==> src/rtl/iic_slave_regs.sv <==
// iic_slave_regs
//   I2C target with 16-bit register addressing and 8-bit data. Answers
//   2-byte-address / 1-byte-data transactions and exposes a simple
//   register-file port so configuration registers can be programmed over
//   the same bus.
//
// Parameters
//   DEV_ADDR  7-bit device address (write form DEV_ADDR<<1)
//   FILT_LEN  consecutive equal samples needed before a filtered level moves
//
// Ports
//   clk, rst_n      system clock (>= 20x SCL rate), async active-low reset
//   scl, sda_in     bus pad inputs
//   sda_out         SDA drive value, constant 0 (open-drain)
//   sda_out_en      1 = pull SDA low
//   reg_addr        current register address
//   reg_wdata       write data, valid while reg_we = 1
//   reg_we          one-cycle write strobe
//   reg_re          one-cycle read request
//   reg_rdata       read data, valid 1 clk after reg_re
//   busy            address-matched transaction in progress
module iic_slave_regs #(
    parameter logic [6:0]  DEV_ADDR = 7'h2B,
    parameter int unsigned FILT_LEN = 3
) (
    input  logic        clk,
    input  logic        rst_n,
    input  logic        scl,
    input  logic        sda_in,
    output logic        sda_out,
    output logic        sda_out_en,
    output logic [15:0] reg_addr,
    output logic [7:0]  reg_wdata,
    output logic        reg_we,
    output logic        reg_re,
    input  logic [7:0]  reg_rdata,
    output logic        busy
);

    localparam int unsigned CW = (FILT_LEN > 1) ? $clog2(FILT_LEN) : 1;

    typedef enum logic [3:0] {
        IDLE, DEV, ACK_DEV, AH, ACK_AH, AL, ACK_AL, WR, ACK_WR, RD, RD_ACK, WAIT
    } state_t;

    state_t state, state_n;

    // Input conditioning: bit 1 = SCL, bit 0 = SDA
    logic [1:0]    sync1, sync2, filt, filt_d;
    logic [CW-1:0] fcnt [2];

    always_ff @(posedge clk or negedge rst_n) begin
        if (!rst_n) begin
            sync1   <= '1;
            sync2   <= '1;
            filt    <= '1;
            filt_d  <= '1;
            fcnt[0] <= '0;
            fcnt[1] <= '0;
        end else begin
            sync1  <= {scl, sda_in};
            sync2  <= sync1;
            filt_d <= filt;
            for (int unsigned i = 0; i < 2; i++) begin
                if (sync2[i] == filt[i]) begin
                    fcnt[i] <= '0;
                end else if (fcnt[i] == CW'(FILT_LEN - 1)) begin
                    filt[i] <= sync2[i];
                    fcnt[i] <= '0;
                end else begin
                    fcnt[i] <= fcnt[i] + CW'(1);
                end
            end
        end
    end

    logic scl_f, sda_f, scl_d, sda_d;
    logic scl_rise, scl_fall, start_c, stop_c;

    assign scl_f    = filt[1];
    assign sda_f    = filt[0];
    assign scl_d    = filt_d[1];
    assign sda_d    = filt_d[0];
    assign scl_rise = scl_f & ~scl_d;
    assign scl_fall = ~scl_f & scl_d;
    // SCL must be high on both sides of the SDA edge to count as a bus condition
    assign start_c  = scl_f & scl_d & sda_d & ~sda_f;
    assign stop_c   = scl_f & scl_d & ~sda_d & sda_f;

    // Datapath state
    logic [2:0] bit_cnt;
    logic [6:0] shreg;
    logic [7:0] tx;
    logic       ack_rise;   // 9th SCL rise of the ACK slot has been seen
    logic       rw;
    logic       re_pend;
    logic       re_d;

    logic [7:0] rx_byte;
    logic       last_bit;
    logic       addr_match;

    assign rx_byte    = {shreg, sda_f};
    assign last_bit   = (bit_cnt == 3'd7);
    assign addr_match = (rx_byte[7:1] == DEV_ADDR);
    assign sda_out    = 1'b0;

    // State register
    always_ff @(posedge clk or negedge rst_n) begin
        if (!rst_n) state <= IDLE;
        else        state <= state_n;
    end

    // Next-state logic
    always_comb begin
        state_n = state;
        if (start_c) begin
            state_n = DEV;
        end else if (stop_c) begin
            state_n = IDLE;
        end else begin
            case (state)
                DEV:     if (scl_rise && last_bit) state_n = addr_match ? ACK_DEV : WAIT;
                AH:      if (scl_rise && last_bit) state_n = ACK_AH;
                AL:      if (scl_rise && last_bit) state_n = ACK_AL;
                WR:      if (scl_rise && last_bit) state_n = ACK_WR;
                ACK_DEV: if (scl_fall && ack_rise) state_n = rw ? RD : AH;
                ACK_AH:  if (scl_fall && ack_rise) state_n = AL;
                ACK_AL:  if (scl_fall && ack_rise) state_n = WR;
                ACK_WR:  if (scl_fall && ack_rise) state_n = WR;
                RD:      if (scl_rise && last_bit) state_n = RD_ACK;
                RD_ACK:  if (scl_rise)             state_n = sda_f ? WAIT : RD;
                default: state_n = state;
            endcase
        end
    end

    // Output decode: strobes and next SDA drive value
    logic we_set, re_set, sda_en_n;

    always_comb begin
        we_set   = (state == WR) && scl_rise && last_bit;
        re_set   = re_pend ||
                   ((state == DEV) && scl_rise && last_bit && addr_match && sda_f);
        sda_en_n = sda_out_en;
        if (start_c || stop_c) begin
            sda_en_n = 1'b0;
        end else if (scl_fall) begin
            case (state)
                ACK_DEV, ACK_AH, ACK_AL, ACK_WR: begin
                    if (!ack_rise)
                        sda_en_n = 1'b1;
                    else if (state == ACK_DEV && rw)
                        sda_en_n = ~tx[7];       // ACK release and first read bit share this edge
                    else
                        sda_en_n = 1'b0;
                end
                RD:      sda_en_n = ~tx[3'd7 - bit_cnt];
                default: sda_en_n = 1'b0;
            endcase
        end
    end

    // Datapath registers
    always_ff @(posedge clk or negedge rst_n) begin
        if (!rst_n) begin
            sda_out_en <= 1'b0;
            reg_addr   <= '0;
            reg_wdata  <= '0;
            reg_we     <= 1'b0;
            reg_re     <= 1'b0;
            busy       <= 1'b0;
            bit_cnt    <= '0;
            shreg      <= '0;
            tx         <= '0;
            ack_rise   <= 1'b0;
            rw         <= 1'b0;
            re_pend    <= 1'b0;
            re_d       <= 1'b0;
        end else begin
            sda_out_en <= sda_en_n;
            reg_we     <= we_set;
            reg_re     <= re_set;
            re_d       <= reg_re;
            re_pend    <= 1'b0;
            if (we_set) reg_wdata <= rx_byte;
            if (re_d)   tx <= reg_rdata;
            if (reg_we) reg_addr <= reg_addr + 16'd1;

            if (start_c || stop_c) begin
                bit_cnt  <= '0;
                ack_rise <= 1'b0;
                if (stop_c) busy <= 1'b0;
            end else begin
                case (state)
                    DEV, AH, AL, WR: begin
                        if (scl_rise) begin
                            shreg   <= rx_byte[6:0];
                            bit_cnt <= bit_cnt + 3'd1;   // wraps to 0 for the ACK slot
                            if (last_bit) begin
                                ack_rise <= 1'b0;
                                if (state == DEV) begin
                                    busy <= addr_match;
                                    if (addr_match) rw <= sda_f;
                                end
                                if (state == AH) reg_addr[15:8] <= rx_byte;
                                if (state == AL) reg_addr[7:0]  <= rx_byte;
                            end
                        end
                    end
                    ACK_DEV, ACK_AH, ACK_AL, ACK_WR: begin
                        if (scl_rise)
                            ack_rise <= 1'b1;
                        else if (scl_fall && ack_rise)
                            ack_rise <= 1'b0;
                    end
                    RD: begin
                        if (scl_rise) bit_cnt <= bit_cnt + 3'd1;
                    end
                    RD_ACK: begin
                        if (scl_rise) begin
                            if (!sda_f) begin
                                reg_addr <= reg_addr + 16'd1;
                                re_pend  <= 1'b1;        // request issued once the new address is visible
                            end else begin
                                busy <= 1'b0;
                            end
                        end
                    end
                    default: ;
                endcase
            end
        end
    end

endmodule

==> config.mk <==
export PLATFORM = sky130hd
export DESIGN_NAME = iic_slave_regs
export DESIGN_NICKNAME = d
export VERILOG_FILES = /design/src/rtl/iic_slave_regs.sv
export SDC_FILE = /design/constraint.sdc
export NUM_CORES = 1
export LEC_CHECK = 0
export ABC_CLOCK_PERIOD_IN_PS = 2400
export BUFFER_PORTS_ARGS = -buffer_cell sky130_fd_sc_hd__buf_2
export CORE_MARGIN = 4
export CORE_UTILIZATION = 50
export DETAILED_ROUTE_END_ITERATION = 10
export PLACE_DENSITY = 0.7
export SYNTH_ARGS = -nofsm -noshare
export SYNTH_HDL_FRONTEND = slang
export SYNTH_SLANG_ARGS = --single-unit
==> constraint.sdc <==
create_clock -name clk -period 2.4 [get_ports clk]
set_clock_uncertainty 0.2 [all_clocks]
set_input_delay 0.24 -clock clk [delete_from_list [all_inputs] [get_ports clk]]
set_output_delay 0.24 -clock clk [all_outputs]
set_load 0.01 [all_outputs]
== After elaboration in Yosys (flattened, before gate mapping) ==
Cells that the tools add are included.
W data, S select, Z words.

* Add/sub/neg operators: 5
* Bitwise gates (word level): 16
* Mux-type cells: 56
* Reductions and logical operators: 29
* Equality and inequality tests: 32
* Magnitude comparators: 1

{| class="wikitable"
|+ Operators with widths
! operator !! count
|-
| $mux W16 || 6
|-
| $mux W4 || 13
|-
| $pmux W4 S9 || 1
|-
| $ne A4 B4 Y1 const B || 8
|-
| $pmux W16 S2 || 1
|-
| $mux W1 || 21
|-
| $add A16 B1 Y16 const B || 1
|-
| $eq A4 B3 Y1 const B || 4
|-
| $mux W8 || 2
|-
| $ne A3 B3 Y1 const B || 5
|-
| $eq A4 B4 Y1 const B || 3
|-
| $reduce_bool A11 Y1 || 1
|-
| $mux W2 || 5
|-
| $reduce_and A10 Y1 || 1
|-
| $logic_and A1 B1 Y1 || 9
|-
| $mux W3 || 3
|-
| $not A1 Y1 || 9
|-
| $eq A4 B2 Y1 const B || 2
|-
| $reduce_or A4 Y1 || 2
|-
| $and A1 B1 Y1 || 7
|-
| $eq A7 B6 Y1 const B || 1
|-
| $reduce_and A7 Y1 || 1
|-
| $pmux W1 S2 || 3
|-
| $reduce_and A2 Y1 || 3
|-
| 20 further kinds || 27
|}

* Output and inout port bits: 29
* Logic and storage cells: 160
* Input port bits: 12
* Flip-flop bits (word level): 66

== Depth between registers and ports, before layout ==
Gate-level depths: netlist (run 1).

* Depth after elaboration: 7
* Depth in mapped cells: 9

== Worst setup path after synthesis (run 1) ==
OpenSTA, ideal clock, no wires.

* Path type: register to register
* From: register bit_cnt[0]
* To: register reg_addr[1]
* Stages on the path, launching flop included: 9
* Arrival: 1828 ps
* Path slack: 232 ps
* Clock period less this slack: 2168 ps
* Buffers on the path: 2
* Library setup time: 140 ps
* Required time: 2060 ps
* Cell sequence: dfrtp_1 -> ha_1 -> ha_1 -> nand4b_4 -> or3_1 -> buf_6 -> buf_6 -> o211ai_2 -> o221ai_1

* Longest elaborated chain between the ends: 5

{| class="wikitable"
|+ Ends and longest elaborated chain
! element !! RTL line !! RTL
|-
| start: declaration || 91 || <nowiki>logic [2:0] bit_cnt;</nowiki>
|-
| start signal: assignment || 199 || <nowiki>bit_cnt <= bit_cnt + 3'd1;</nowiki>
|-
| start signal: assignment || 218 || <nowiki>if (scl_rise) bit_cnt <= bit_cnt + 3'd1;</nowiki>
|-
| $eq A3 B3 Y1 || 104 || <nowiki>assign last_bit = (bit_cnt == 3'd7);</nowiki>
|-
| $mux W16 || 200 || <nowiki>if (last_bit) begin</nowiki>
|-
| $mux W16 || 197 || <nowiki>if (scl_rise) begin</nowiki>
|-
| $pmux W16 S2 || 195 || <nowiki>case (state)</nowiki>
|-
| $mux W16 || 190 || <nowiki>if (start_c || stop_c) begin</nowiki>
|-
| end signal: assignment || 188 || <nowiki>if (reg_we) reg_addr <= reg_addr + 16'd1;</nowiki>
|-
| end signal: assignment || 207 || <nowiki>if (state == AL) reg_addr[7:0] <= rx_byte;</nowiki>
|-
| end signal: assignment || 223 || <nowiki>reg_addr <= reg_addr + 16'd1;</nowiki>
|-
| end: declaration || 32 || <nowiki>output logic [15:0] reg_addr,</nowiki>
|}

Every way passes these cells.
A chain may end at the register's enable or synchronous reset.

== Final worst setup path (run 1) ==
* From: register filt[1]
* To: register reg_addr[0]

* Longest elaborated chain between the ends: 5
* Elaborated cells between the ends (all ways): 11
* Those cells by class: mux: 4; bitwise: 6; reduce/logical: 1

{| class="wikitable"
|+ Ends and longest elaborated chain
! element !! RTL line !! RTL
|-
| start: declaration || 49 || <nowiki>logic [1:0] sync1, sync2, filt, filt_d;</nowiki>
|-
| start signal: indexed assignment || 68 || <nowiki>filt[i] <= sync2[i];</nowiki>
|-
| $and A1 B1 Y1 || 87, 88 ||
|-
| $and A1 B1 Y1 (on tied branches) (2 in a row) || 87, 88 ||
|-
| $logic_or A1 B1 Y1 || 190 ||
|-
| $mux W16 (*) || 190 ||
|}

Every way passes the cells marked *; elsewhere a longest branch is shown, timed or not.

==> results of run 1 <==
## area by class of cell
cell class	instances	area share [%]
multi-input cells	256	42.33
flip-flops and latches	66	37.73
repair buffers	70	10.34
clock inverters	7	3.210
clock buffers	9	2.813
well taps	99	2.813
inverters	9	0.7670
## power by group through the flow
stage	registers, mW	logic [mW]	clock network [mW]
after floorplan	1.43	0.769	0
final	1.52	0.972	1.24
after global routing	1.56	1.07	1.31
after global placement	1.54	0.929	0
after CTS	1.52	0.971	1.26
after detailed placement	1.54	0.947	0
## Yosys cell counts (3+ instances only)
cell and number:
a21o_1 5, a21oi_1 16, a21oi_2 3, a31o_2 3
a31oi_1 5, and3_1 9, and4_1 3, buf_2 11
buf_4 4, buf_6 3, clkbuf_1 6, dfrtp_1 58
dfstp_2 8, ha_1 3, inv_1 9, mux2_2 25
mux2i_1 5, nand2_1 21, nand2b_1 8, nand3_1 14
nand4_1 6, nor2_1 17, nor2b_1 5, nor3_1 10
nor3b_1 3, o211ai_1 5, o21a_1 4, o21ai_0 19
o221ai_1 5, o31ai_1 6, xnor2_1 7, xor2_1 7
## cells in the final DEF, fill, tap and decap left out, types with 5 or more instances in the layout
cell type and n:
nor2_1 17, nand2_1 21, xnor2_1 7, nand3_1 14
o31ai_1 6, mux2i_1 5, a31oi_1 5, o211ai_1 5
dfstp_2 8, dfrtp_1 58, nand4_1 6, mux2_2 25
a21oi_1 16, clkbuf_8 9, inv_1 9, o21ai_0 19
dlygate4sd3_1 11, xor2_1 7, nor3_1 10, nor2b_1 5
o221ai_1 5, buf_4 20, buf_2 39, a21o_1 5
nand2b_1 8, and3_1 9
## sequential cells by signal, indices dropped and copies added (netlist names)
| register | count |
|---|---|
| ack_rise | 1 |
| bit_cnt | 3 |
| busy | 1 |
| fcnt | 4 |
| filt | 2 |
| filt_d | 2 |
| re_d | 1 |
| re_pend | 1 |
| reg_addr | 16 |
| reg_re | 1 |
| reg_wdata | 8 |
| reg_we | 1 |
| rw | 1 |
| sda_out_en | 1 |
| shreg | 7 |
| state | 4 |
| sync1 | 2 |
| sync2 | 2 |
| tx | 8 |
## worst max-delay path, delay by kind of cell (launching register included)
kind,cells,cell delay (ns)
AOI/OAI and AO/OA,3,0.82
DFF,1,0.67
and+or+nand+nor,2,0.45
## per-stage QoR
stage,cells,instance area [um^2],setup slack (ns)
global route,516,4404,0.04784
CTS,516,4399,0.1410
floorplan,355,3696,0.2324
finish,516,4404,0.1956
global placement,489,4024,0.2217
detailed placement,489,4024,0.1486
## logic make-up (layout without fill, tap and decap cells)
family	after synthesis	in the layout	synth area share (%)
mux	32	32	10.19
other cells	1	1	0.1015
compound gates	93	93	17.74
simple gates	112	112	17.50
xor+xnor	15	15	3.758
fa+ha+maj	3	3	1.016
flops	66	66	44.96
buf+inv	33	95	4.739
## metal layers
metal / vias up / global-route usage [%] / routed length [um] / part of all wire (%)
met3: 9 / 4.247 / 394 / 4.7
met1: 1442 / 28.37 / 3867 / 46
li1: 1431 / - / - / -
met2: 67 / 32.53 / 4002 / 48
met5: - / 0 / 0 / 0
met4: 0 / 5.776 / 87 / 1.0
## worst max-delay path by stage
stage	startpoint	to	depth (start not counted)
global route	filt[1]	reg_addr[0]	5
floorplan	bit_cnt[0]	reg_addr[1]	8
detailed placement	bit_cnt[1]	reg_addr[4]	8
finish	filt[1]	reg_addr[0]	5
CTS	bit_cnt[1]	reg_addr[4]	8
global placement	bit_cnt[0]	reg_addr[4]	7
## repair_timing
| action | 4_1_cts | 5_1_grt |
|---|---|---|
| resized for setup | 0 | 1 |
| hold buffers | 11 | 0 |
| endpoints found under the setup margin | 0 | 1 |
| endpoints found under the hold margin | 26 | 0 |
==> impl_metrics.json, run 1 <==
{
  "outcome": "complete, no violations",
  "synth_edf_count": 0,
  "fp.dieH_um": 93.98,
  "clk_root_buffer_cell": "clkbuf_8",
  "seq_area_mm2": 0.001662,
  "cp_slowest_stage_delay_ns": 0.67,
  "critical_path.startpoint_type": "flop",
  "ys.flop_type": "dfrtp_1",
  "drive_above_1_share_pct": 30.70,
  "yosys_warnings": 0,
  "yosys.area.top_type": "dfrtp_1",
  "p_seq_share_pct": 40.8,
  "finalHoldWorstSlack_ns": 0.1571,
  "maxCapViolCount": 0,
  "hold_class": "primary input to asynchronous set/reset pin",
  "antenna_found_initial": 0,
  "io_buffers": 39,
  "async_reset_ff_share_pct": 100.0,
  "clockBufferDepth": 2,
  "ir_drop_mv": 0.6115,
  "relSlewSlack_pct": 54.29,
  "finalPower_mw": 3.731,
  "initial_core_util_pct": 51.23,
  "synth_top_cell_area_share_pct": 39.27,
  "slowest_stage": "dfstp_2",
  "path_clk_slew_ns": 0.08,
  "power.density_mw_per_mm2": 847.1,
  "cp-end-kind": "flop",
  "synthesis.nets": 370,
  "timing.final.hold_violations": 0,
  "row_count": 31,
  "num_antenna_cells": 0,
  "grt_pass1_wl_um": 14320,
  "syn_inst": 355,
  "dp_hpwl_um": 5856,
  "dieArea_mm2": 0.008831,
  "post_drt_via_cell_ratio": 5.715,
  "cp_max_fo": 12,
  "synth.distinct_cells": 66,
  "slew_violations": 0,
  "yosys_register_bits": 66,
  "worstPathArrival_ns": 2.28,
  "grt_start_max_net_pins": 28,
  "vias": 2949,
  "n_fill_cell": 615,
  "rr_endpoint": "reg_addr[0]",
  "grt-ovfl-total": 0,
  "cp.required_ns": 2.47,
  "internal_power_mw": 2.517,
  "final.period_utilization_pct": 91.85,
  "fmax_ghz": 0.4536,
  "wl_um": 8350,
  "syn-cell-area_mm2": 0.003696,
  "drt_iter0_markers": 175,
  "synthTopCellsByArea": "dfrtp_1 39%, mux2_2 7.6%, dfstp_2 5.7%, o21ai_0 2.6%, a21oi_1 2.2%",
  "gr-usage-all-layers_pct": 20.47,
  "core-area_mm2": 0.007214,
  "p_clk_share_pct": 33.1,
  "cts_sinks": 66,
  "rsz0062_at_grt": "no",
  "final_core_util_pct": 61.05,
  "r2r_cells": 5,
  "r2r_slack_ns": 0.20,
  "sw_frac_of_total_pct": 32.53,
  "drc": 0,
  "tightest_slew_ns": 0.6857,
  "cts_setup_buffers": 0,
  "yosysSeqAreaShare_pct": 44.96,
  "layout.nets": 427,
  "post-route-min-period_ns": 2.204,
  "chipWidth_um": 93.98,
  "r2r_start": "filt[1]",
  "h-tree-depth": 3,
  "multi_input_area_mm2": 0.001864,
  "critPathKind": "flop to flop",
  "comb_power_share_pct": 26.0,
  "wl_per_cell_um": 16.18,
  "crit_chain": "and2_0, a21o_1, o21ai_0, a221o_1, nand2_1",
  "pin_count": 41,
  "clock_latency_ns": 0.34,
  "grt_pass1_vias": 2984,
  "dr.pass1.iters": 4,
  "finalSetupTns_ns": 0,
  "setup_viol": 0,
  "place_congestion": 0.8950,
  "areaGrowthSynthToFinish_pct": 19.16,
  "cts_tree": "yes",
  "p_switching_mw": 1.214,
  "p_leak_nw": 2.037,
  "ant_nets": 0,
  "cts_buffers": 9,
  "syn_area_per_cell_um2": 10.41
}
No activity file was read; power rests on OpenSTA's default activity.
==> inputs of run 2 (changes only) <==
--- a/config.mk
+++ b/config.mk
@@ -5,12 +5,13 @@
 export SDC_FILE = /design/constraint.sdc
 export NUM_CORES = 1
 export LEC_CHECK = 0
-export ABC_CLOCK_PERIOD_IN_PS = 2400
+export ABC_CLOCK_PERIOD_IN_PS = 1800
 export BUFFER_PORTS_ARGS = -buffer_cell sky130_fd_sc_hd__buf_2
+export CAP_MARGIN = 10
 export CORE_MARGIN = 4
 export CORE_UTILIZATION = 50
 export DETAILED_ROUTE_END_ITERATION = 10
-export PLACE_DENSITY = 0.7
+export PLACE_DENSITY = 0.72
 export SYNTH_ARGS = -nofsm -noshare
 export SYNTH_HDL_FRONTEND = slang
 export SYNTH_SLANG_ARGS = --single-unit
==> constraint.sdc (replaced) <==
create_clock -name clk -period 1.8 [get_ports clk]
set_clock_uncertainty 0.2 [all_clocks]
set_input_delay 0.18 -clock clk [delete_from_list [all_inputs] [get_ports clk]]
set_output_delay 0.18 -clock clk [all_outputs]
set_load 0.01 [all_outputs]
==> run 2 against run 1 <==
The run now ends with design-rule violations, negative setup slack left; largest cell class unchanged; largest power group is now combinational logic; clock power up 16%; final area increased by 19%; critical path depth grew 3; sequential power grew 30%; non-clock buffer count up 70; register-to-register slack lost 0.42 ns; via count rose by 18%; routed wire length up 29%; flip-flop and latch count did not move; count of clock-buffer cells in the layout is the same; fmax is 8.9% higher.
==> impl_metrics.json, run 2 (synthesis gave the netlist of run 1 again) <==
{
  "slew_violations": 0,
  "dpl.cell_count": 550,
  "p_leak_nw": 2.430,
  "wl_per_cell_um": 18.31,
  "clk_root_buffer_cell": "clkbuf_8",
  "maxCapViolCount": 0,
  "violations": "design-rule violations, negative setup slack",
  "io_buffers": 39,
  "stdcell_area_mm2": 0.005245,
  "wl_um": 10730,
  "final_cell_mix": "72 x buf_4, 55 x dfrtp_1, 39 x buf_2",
  "rr_endpoint": "reg_addr[6]",
  "gr-usage-all-layers_pct": 24.58,
  "row_count": 31,
  "final_common_cell": "buf_4",
  "num_antenna_cells": 0,
  "placed_cell_area_mm2": 0.004519,
  "r2r_start": "bit_cnt[1]",
  "r2r_cells": 8,
  "fmax_ghz": 0.4939,
  "critPathBufInv": 1,
  "largest_register_ffs": 16,
  "chipWidth_um": 93.98,
  "setup_viol": 31,
  "dr.pass1.iters": 8,
  "met1_length_um": 4592,
  "hold_class": "flop to flop",
  "cp.required_ns": 1.87,
  "place_congestion": 0.9540,
  "path_clk_slew_ns": 0.08,
  "post_drt_via_cell_ratio": 5.949,
  "clockBufferDepth": 2,
  "highest_layer": "met4",
  "areaGrowthSynthToFinish_pct": 41.91,
  "worstPathArrival_ns": 2.10,
  "cp_slowest_stage_delay_ns": 0.40,
  "ir_drop_mv": 0.7754,
  "vias": 3486,
  "timing.final.hold_violations": 0,
  "dp_hpwl_um": 6764,
  "core-area_mm2": 0.007214,
  "grt-ovfl-total": 0,
  "ant_nets": 0,
  "n_fill_cell": 494,
  "dieArea_mm2": 0.008831,
  "h-tree-depth": 3,
  "rsz0062_at_grt": "yes",
  "clock_latency_ns": 0.35,
  "setup_ws_ns": -0.2249,
  "dr_wl_met3_um": 598,
  "slowest_stage": "dfrtp_1",
  "power.density_mw_per_mm2": 1124,
  "worstHoldEndpoint": "sync2[1]",
  "antenna_found_initial": 0,
  "cp_max_fo": 17,
  "grt_start_max_net_pins": 67,
  "cts_sinks": 66,
  "final.period_utilization_pct": 112.5,
  "grt_pass1_wl_um": 16910,
  "pin_count": 41,
  "outcome": "finished, violations left",
  "path_common_cell": "ha_4",
  "post-route-min-period_ns": 2.025,
  "drc": 3,
  "crit_chain": "ha_4, ha_4, nand4b_4, or3_4, buf_12, nand3_2, o21ai_2, a211oi_2",
  "final_cells": 586,
  "met2_length_um": 5294,
  "drive_above_1_share_pct": 48.67,
  "hp-start": "sync1[1]",
  "grt_pass1_vias": 3424,
  "crit_cells": 8,
  "cts_buffers": 9,
  "largest-register": "reg_addr",
  "finalSetupTns_ns": -4.388,
  "crit_start": "bit_cnt[1]",
  "layout.nets": 497,
  "cp-end-kind": "flop",
  "min_delay_path_depth": 0,
  "cts_tree": "yes",
  "critical_path.startpoint_type": "flop",
  "r2r_slack_ns": -0.22,
  "reg.largest.list": "reg_addr: 16 flops, reg_wdata: 8 flops, tx: 8 flops",
  "drt_iter0_markers": 383,
  "critPathTopFamily": "simple AND/OR/NAND/NOR gates",
  "initial_core_util_pct": 51.23,
  "fp.dieH_um": 93.98,
  "critPathKind": "flop to flop"
}
## run 2: layout make-up
cell class	instances	area [um^2]	share of cell area, %
Clock buffer	9	123.9	2.362
Clock inverter	7	101.3	1.932
Inverter	9	33.78	0.6441
Multi-Input combinational cell	256	2131	40.62
Sequential cell	66	1665	31.75
Tap cell	99	123.9	2.362
Timing Repair Buffer	140	1066	20.32
## run 2: metrics by stage
step | hold slack (ns) | util [%] | worst slack, ns | power, mW
after global placement | 0.02623 | 62.64 | -0.2104 | 3.771
after floorplan | -0.3156 | - | -0.3176 | 2.993
final | 0.1610 | 72.70 | -0.2249 | 5.895
after global routing | 0.1662 | 72.70 | -0.2893 | 6.167
after CTS | 0.1606 | 69.77 | -0.1981 | 5.481
after detailed placement | 0.02804 | 62.64 | -0.2428 | 3.835
## run 2: how the worst max path moves through the flow
stage              endpoint  slack [ns]
2_1_floorplan   reg_addr[1]       -0.32
3_3_place_gp   reg_addr[12]       -0.21
3_5_place_dp   reg_addr[12]       -0.24
4_1_cts         reg_addr[7]       -0.20
5_1_grt         reg_addr[7]       -0.29
6_report        reg_addr[6]       -0.22
## run 2: layer usage
metal / up-vias / GRT usage, %
met2: 151 / 40.15
met4: 0 / 6.859
met3: 24 / 4.647
met5: - / 0
met1: 1736 / 33.44
li1: 1575 / -
## run 2: worst reg2reg max path, stage by stage, from the launching register on
cell and delay [ns]:
dfrtp_1 0.40, ha_4 0.17, ha_4 0.14, nand4b_4 0.11
or3_4 0.41, buf_12 0.16, nand3_2 0.08, o21ai_2 0.07
a211oi_2 0.21
## run 2: repair_timing
item                                   in CTS  in global routing
hold buffers                               11                  0
endpoints found under the hold margin      76                  0
setup endpoints to repair                  37                 42
buffers inserted                            4                  7
gates cloned                                1                  0
resized for setup                          37                 43
pin swaps                                   9                 18
## run 2: report_power, final
group          internal, mW  switching, mW  total [mW]
Combinational          1.29           1.19        2.48
Sequential             1.72          0.259        1.98
Clock                 0.789          0.649        1.44
Total                  3.80           2.10        5.90
==> inputs of run 3 (changes only) <==
--- a/config.mk
+++ b/config.mk
@@ -5,6 +5,7 @@
 export SDC_FILE = /design/constraint.sdc
 export NUM_CORES = 1
 export LEC_CHECK = 0
+export ABC_AREA = 1
 export ABC_CLOCK_PERIOD_IN_PS = 1800
 export BUFFER_PORTS_ARGS = -buffer_cell sky130_fd_sc_hd__buf_2
 export CAP_MARGIN = 10
==> run 3 against run 2 <==
The run ends with negative setup slack left; sequential power up 15%; final cell count up 42%; fmax up 8.2%; combinational power up 100%; synthesized cell count up 67%; register-to-register slack better by 0.15 ns; largest cell class unchanged; largest power group unchanged; count of clock-buffer cells in the layout unchanged; power up 48%; routed wire length up 17%; critical endpoint is now reg_addr[4]; core utilization down 2.4 points.
==> impl_metrics.json, run 3 <==
{
  "antenna_found_initial": 0,
  "rsz0062_at_grt": "yes",
  "cp-end-kind": "flop",
  "largest-register": "reg_addr",
  "layout.nets": 737,
  "crit_chain": "nand2_4, nor2_4, inv_4, nand2_8, buf_12, nor2_4, o21ai_0, nand2_1, o21ai_2, nand2_1",
  "ir_drop_mv": 0.8557,
  "cp_slowest_stage_delay_ns": 0.62,
  "synthesis.nets": 608,
  "post_drt_via_cell_ratio": 5.370,
  "synth_top_cell_area_share_pct": 34.80,
  "drc": 0,
  "drive_above_1_share_pct": 34.94,
  "final.period_utilization_pct": 104.0,
  "final_core_util_pct": 70.29,
  "yosys.area.top_type": "dfrtp_1",
  "cp.required_ns": 1.85,
  "synth_edf_count": 0,
  "fmax_ghz": 0.5342,
  "yosysSeqAreaShare_pct": 39.84,
  "final_common_cell": "nand2_1",
  "grt_pass1_vias": 4144,
  "core-area_mm2": 0.008175,
  "io_buffers": 39,
  "synth.top_cells.by_count": "191 x nand2_1, 59 x inv_1, 58 x dfrtp_1",
  "setup_ws_ns": -0.07183,
  "cts_buffers": 9,
  "r2r_start": "filt[1]",
  "h-tree-depth": 3,
  "cp_max_fo": 7,
  "cts_tree": "yes",
  "pin_count": 41,
  "reg.largest.list": "reg_addr: 16 flops, reg_wdata: 8 flops, tx: 8 flops",
  "synthTopCellsByArea": "dfrtp_1 35%, nand2_1 17%, nand3_1 6.6%, o21ai_0 6.5%, inv_1 5.3%",
  "violations": "negative setup slack",
  "pre_cts_slack_ns": -0.09616,
  "n_fill_cell": 661,
  "clk_root_buffer_cell": "clkbuf_8",
  "yosys_warnings": 0,
  "critPathKind": "flop to flop",
  "final_cells": 832,
  "wl_um": 12600,
  "outcome": "finished, violations left",
  "areaGrowthSynthToFinish_pct": 37.80,
  "grt_pass1_wl_um": 19600,
  "num_antenna_cells": 0,
  "crit_start": "filt[1]",
  "wl_per_cell_um": 15.14,
  "timing.final.hold_violations": 0,
  "dr.pass1.iters": 5,
  "cts_sinks": 66,
  "dpl.cell_count": 783,
  "initial_core_util_pct": 51.01,
  "chipWidth_um": 99.33,
  "async_reset_ff_share_pct": 100.0,
  "p_leak_nw": 2.968,
  "slew_violations": 0,
  "ant_nets": 0,
  "path_clk_slew_ns": 0.09,
  "maxCapViolCount": 0,
  "grt_start_max_net_pins": 43,
  "vias": 4468,
  "clock_latency_ns": 0.36,
  "power.density_mw_per_mm2": 1523,
  "place_congestion": 0.9491,
  "clockBufferDepth": 2,
  "worstPathArrival_ns": 1.92,
  "grt-ovfl-total": 0,
  "setup_viol": 12,
  "drt_iter0_markers": 309,
  "gr-usage-all-layers_pct": 24.58,
  "syn_area_per_cell_um2": 7.032,
  "final_cell_mix": "177 x nand2_1, 67 x buf_4, 52 x inv_1, 52 x dfrtp_1, 49 x nand3_1",
  "fp.dieH_um": 99.33,
  "dp_hpwl_um": 8646,
  "synth.most_common_cell": "nand2_1",
  "dieArea_mm2": 0.009865,
  "syn-cell-area_mm2": 0.004170,
  "ys.flop_type": "dfrtp_1",
  "r2r_cells": 10,
  "slowest_stage": "dfstp_2",
  "hold_class": "primary input to asynchronous set/reset pin",
  "syn_inst": 593,
  "row_count": 33,
  "finalHoldWorstSlack_ns": 0.1427,
  "yosys_register_bits": 66,
  "critical_path.startpoint_type": "flop",
  "largest_register_ffs": 16,
  "post-route-min-period_ns": 1.872,
  "synth.distinct_cells": 37
}
run 3: cell count changes after synthesis, moves of 10 or more:
| cell | change |
|---|---|
| nand2_1 | +170 |
| inv_1 | +50 |
| nand3_1 | +41 |
| o21ai_0 | +35 |
| nor2_1 | +24 |
| mux2_2 | -21 |
| nor2_2 | +10 |
run 3: cell type report:
| class | count | area, um^2 | share of cell area [%] |
|---|---|---|---|
| clock buffer | 9 | 123.9 | 2.155 |
| clock inverter | 7 | 101.3 | 1.764 |
| inverter | 68 | 265.3 | 4.616 |
| multi-input combinational | 446 | 2456 | 42.74 |
| sequential | 66 | 1669 | 29.04 |
| tap | 105 | 131.4 | 2.286 |
| timing repair buffer | 131 | 999.7 | 17.40 |
run 3: kinds of logic after synthesis:
kind of cell	share of synthesized area, %
buffers and inverters	7.890
AO/OA/AOI/OAI	12.06
flip-flops	39.84
AND/OR/NAND/NOR	35.79
multiplexers	1.320
adder cells (fa/ha/maj)	0.9002
other	0.08992
XOR/XNOR	2.100
run 3: through the flow:
step / TNS, ns / instance area [um^2] / total power [mW]
after detailed placement: -0.9227 / 4892 / 6.132
after floorplan: 0 / 4172 / 4.702
after CTS: -0.007604 / 5331 / 7.757
final: -0.2731 / 5747 / 8.751
after global routing: -1.897 / 5747 / 9.371
after global placement: -0.4977 / 4892 / 6.060
run 3: path summary, 6_finish.rpt:
kind	slack, ns	to
min in group clk	0.16	sync2[0]
hold / removal	0.14	state[0]
hold reg to reg	0.16	sync2[0]
max in group asynchronous	0.51	bit_cnt[2]
setup / recovery	-0.07	reg_addr[4]
setup reg to reg	-0.07	reg_addr[4]
run 3: timing repair:
item	in CTS	in global routing
buffers inserted	3	18
gates cloned	1	0
hold endpoints to repair	68	0
pin swaps	6	38
endpoints found under the setup margin	23	36
hold buffers	12	0
resized for setup	33	85
run 3: layer usage:
metal / track usage, % / wire length [um] / vias up
li1: - / - / 2171
met1: 34.31 / 5719 / 2123
met2: 38.79 / 5998 / 155
met3: 4.208 / 721 / 19
met4: 8.298 / 159 / 0
met5: 0 / 0 / -
run 3: report_power, final:
group / leakage, nW / switching (mW) / internal [mW] / total, mW
Clock: 0.106 / 0.656 / 0.791 / 1.45
Sequential: 0.845 / 0.372 / 1.90 / 2.28
Combinational: 2.02 / 2.87 / 2.16 / 5.03
run 3: worst max-delay path: cells and delay by family, from the launching register on:
kind	cells	cell delay [ns]
AOI/OAI and AO/OA	2	0.16
DFF	1	0.62
buffers and inverters	2	0.18
and+or+nand+nor	6	0.59
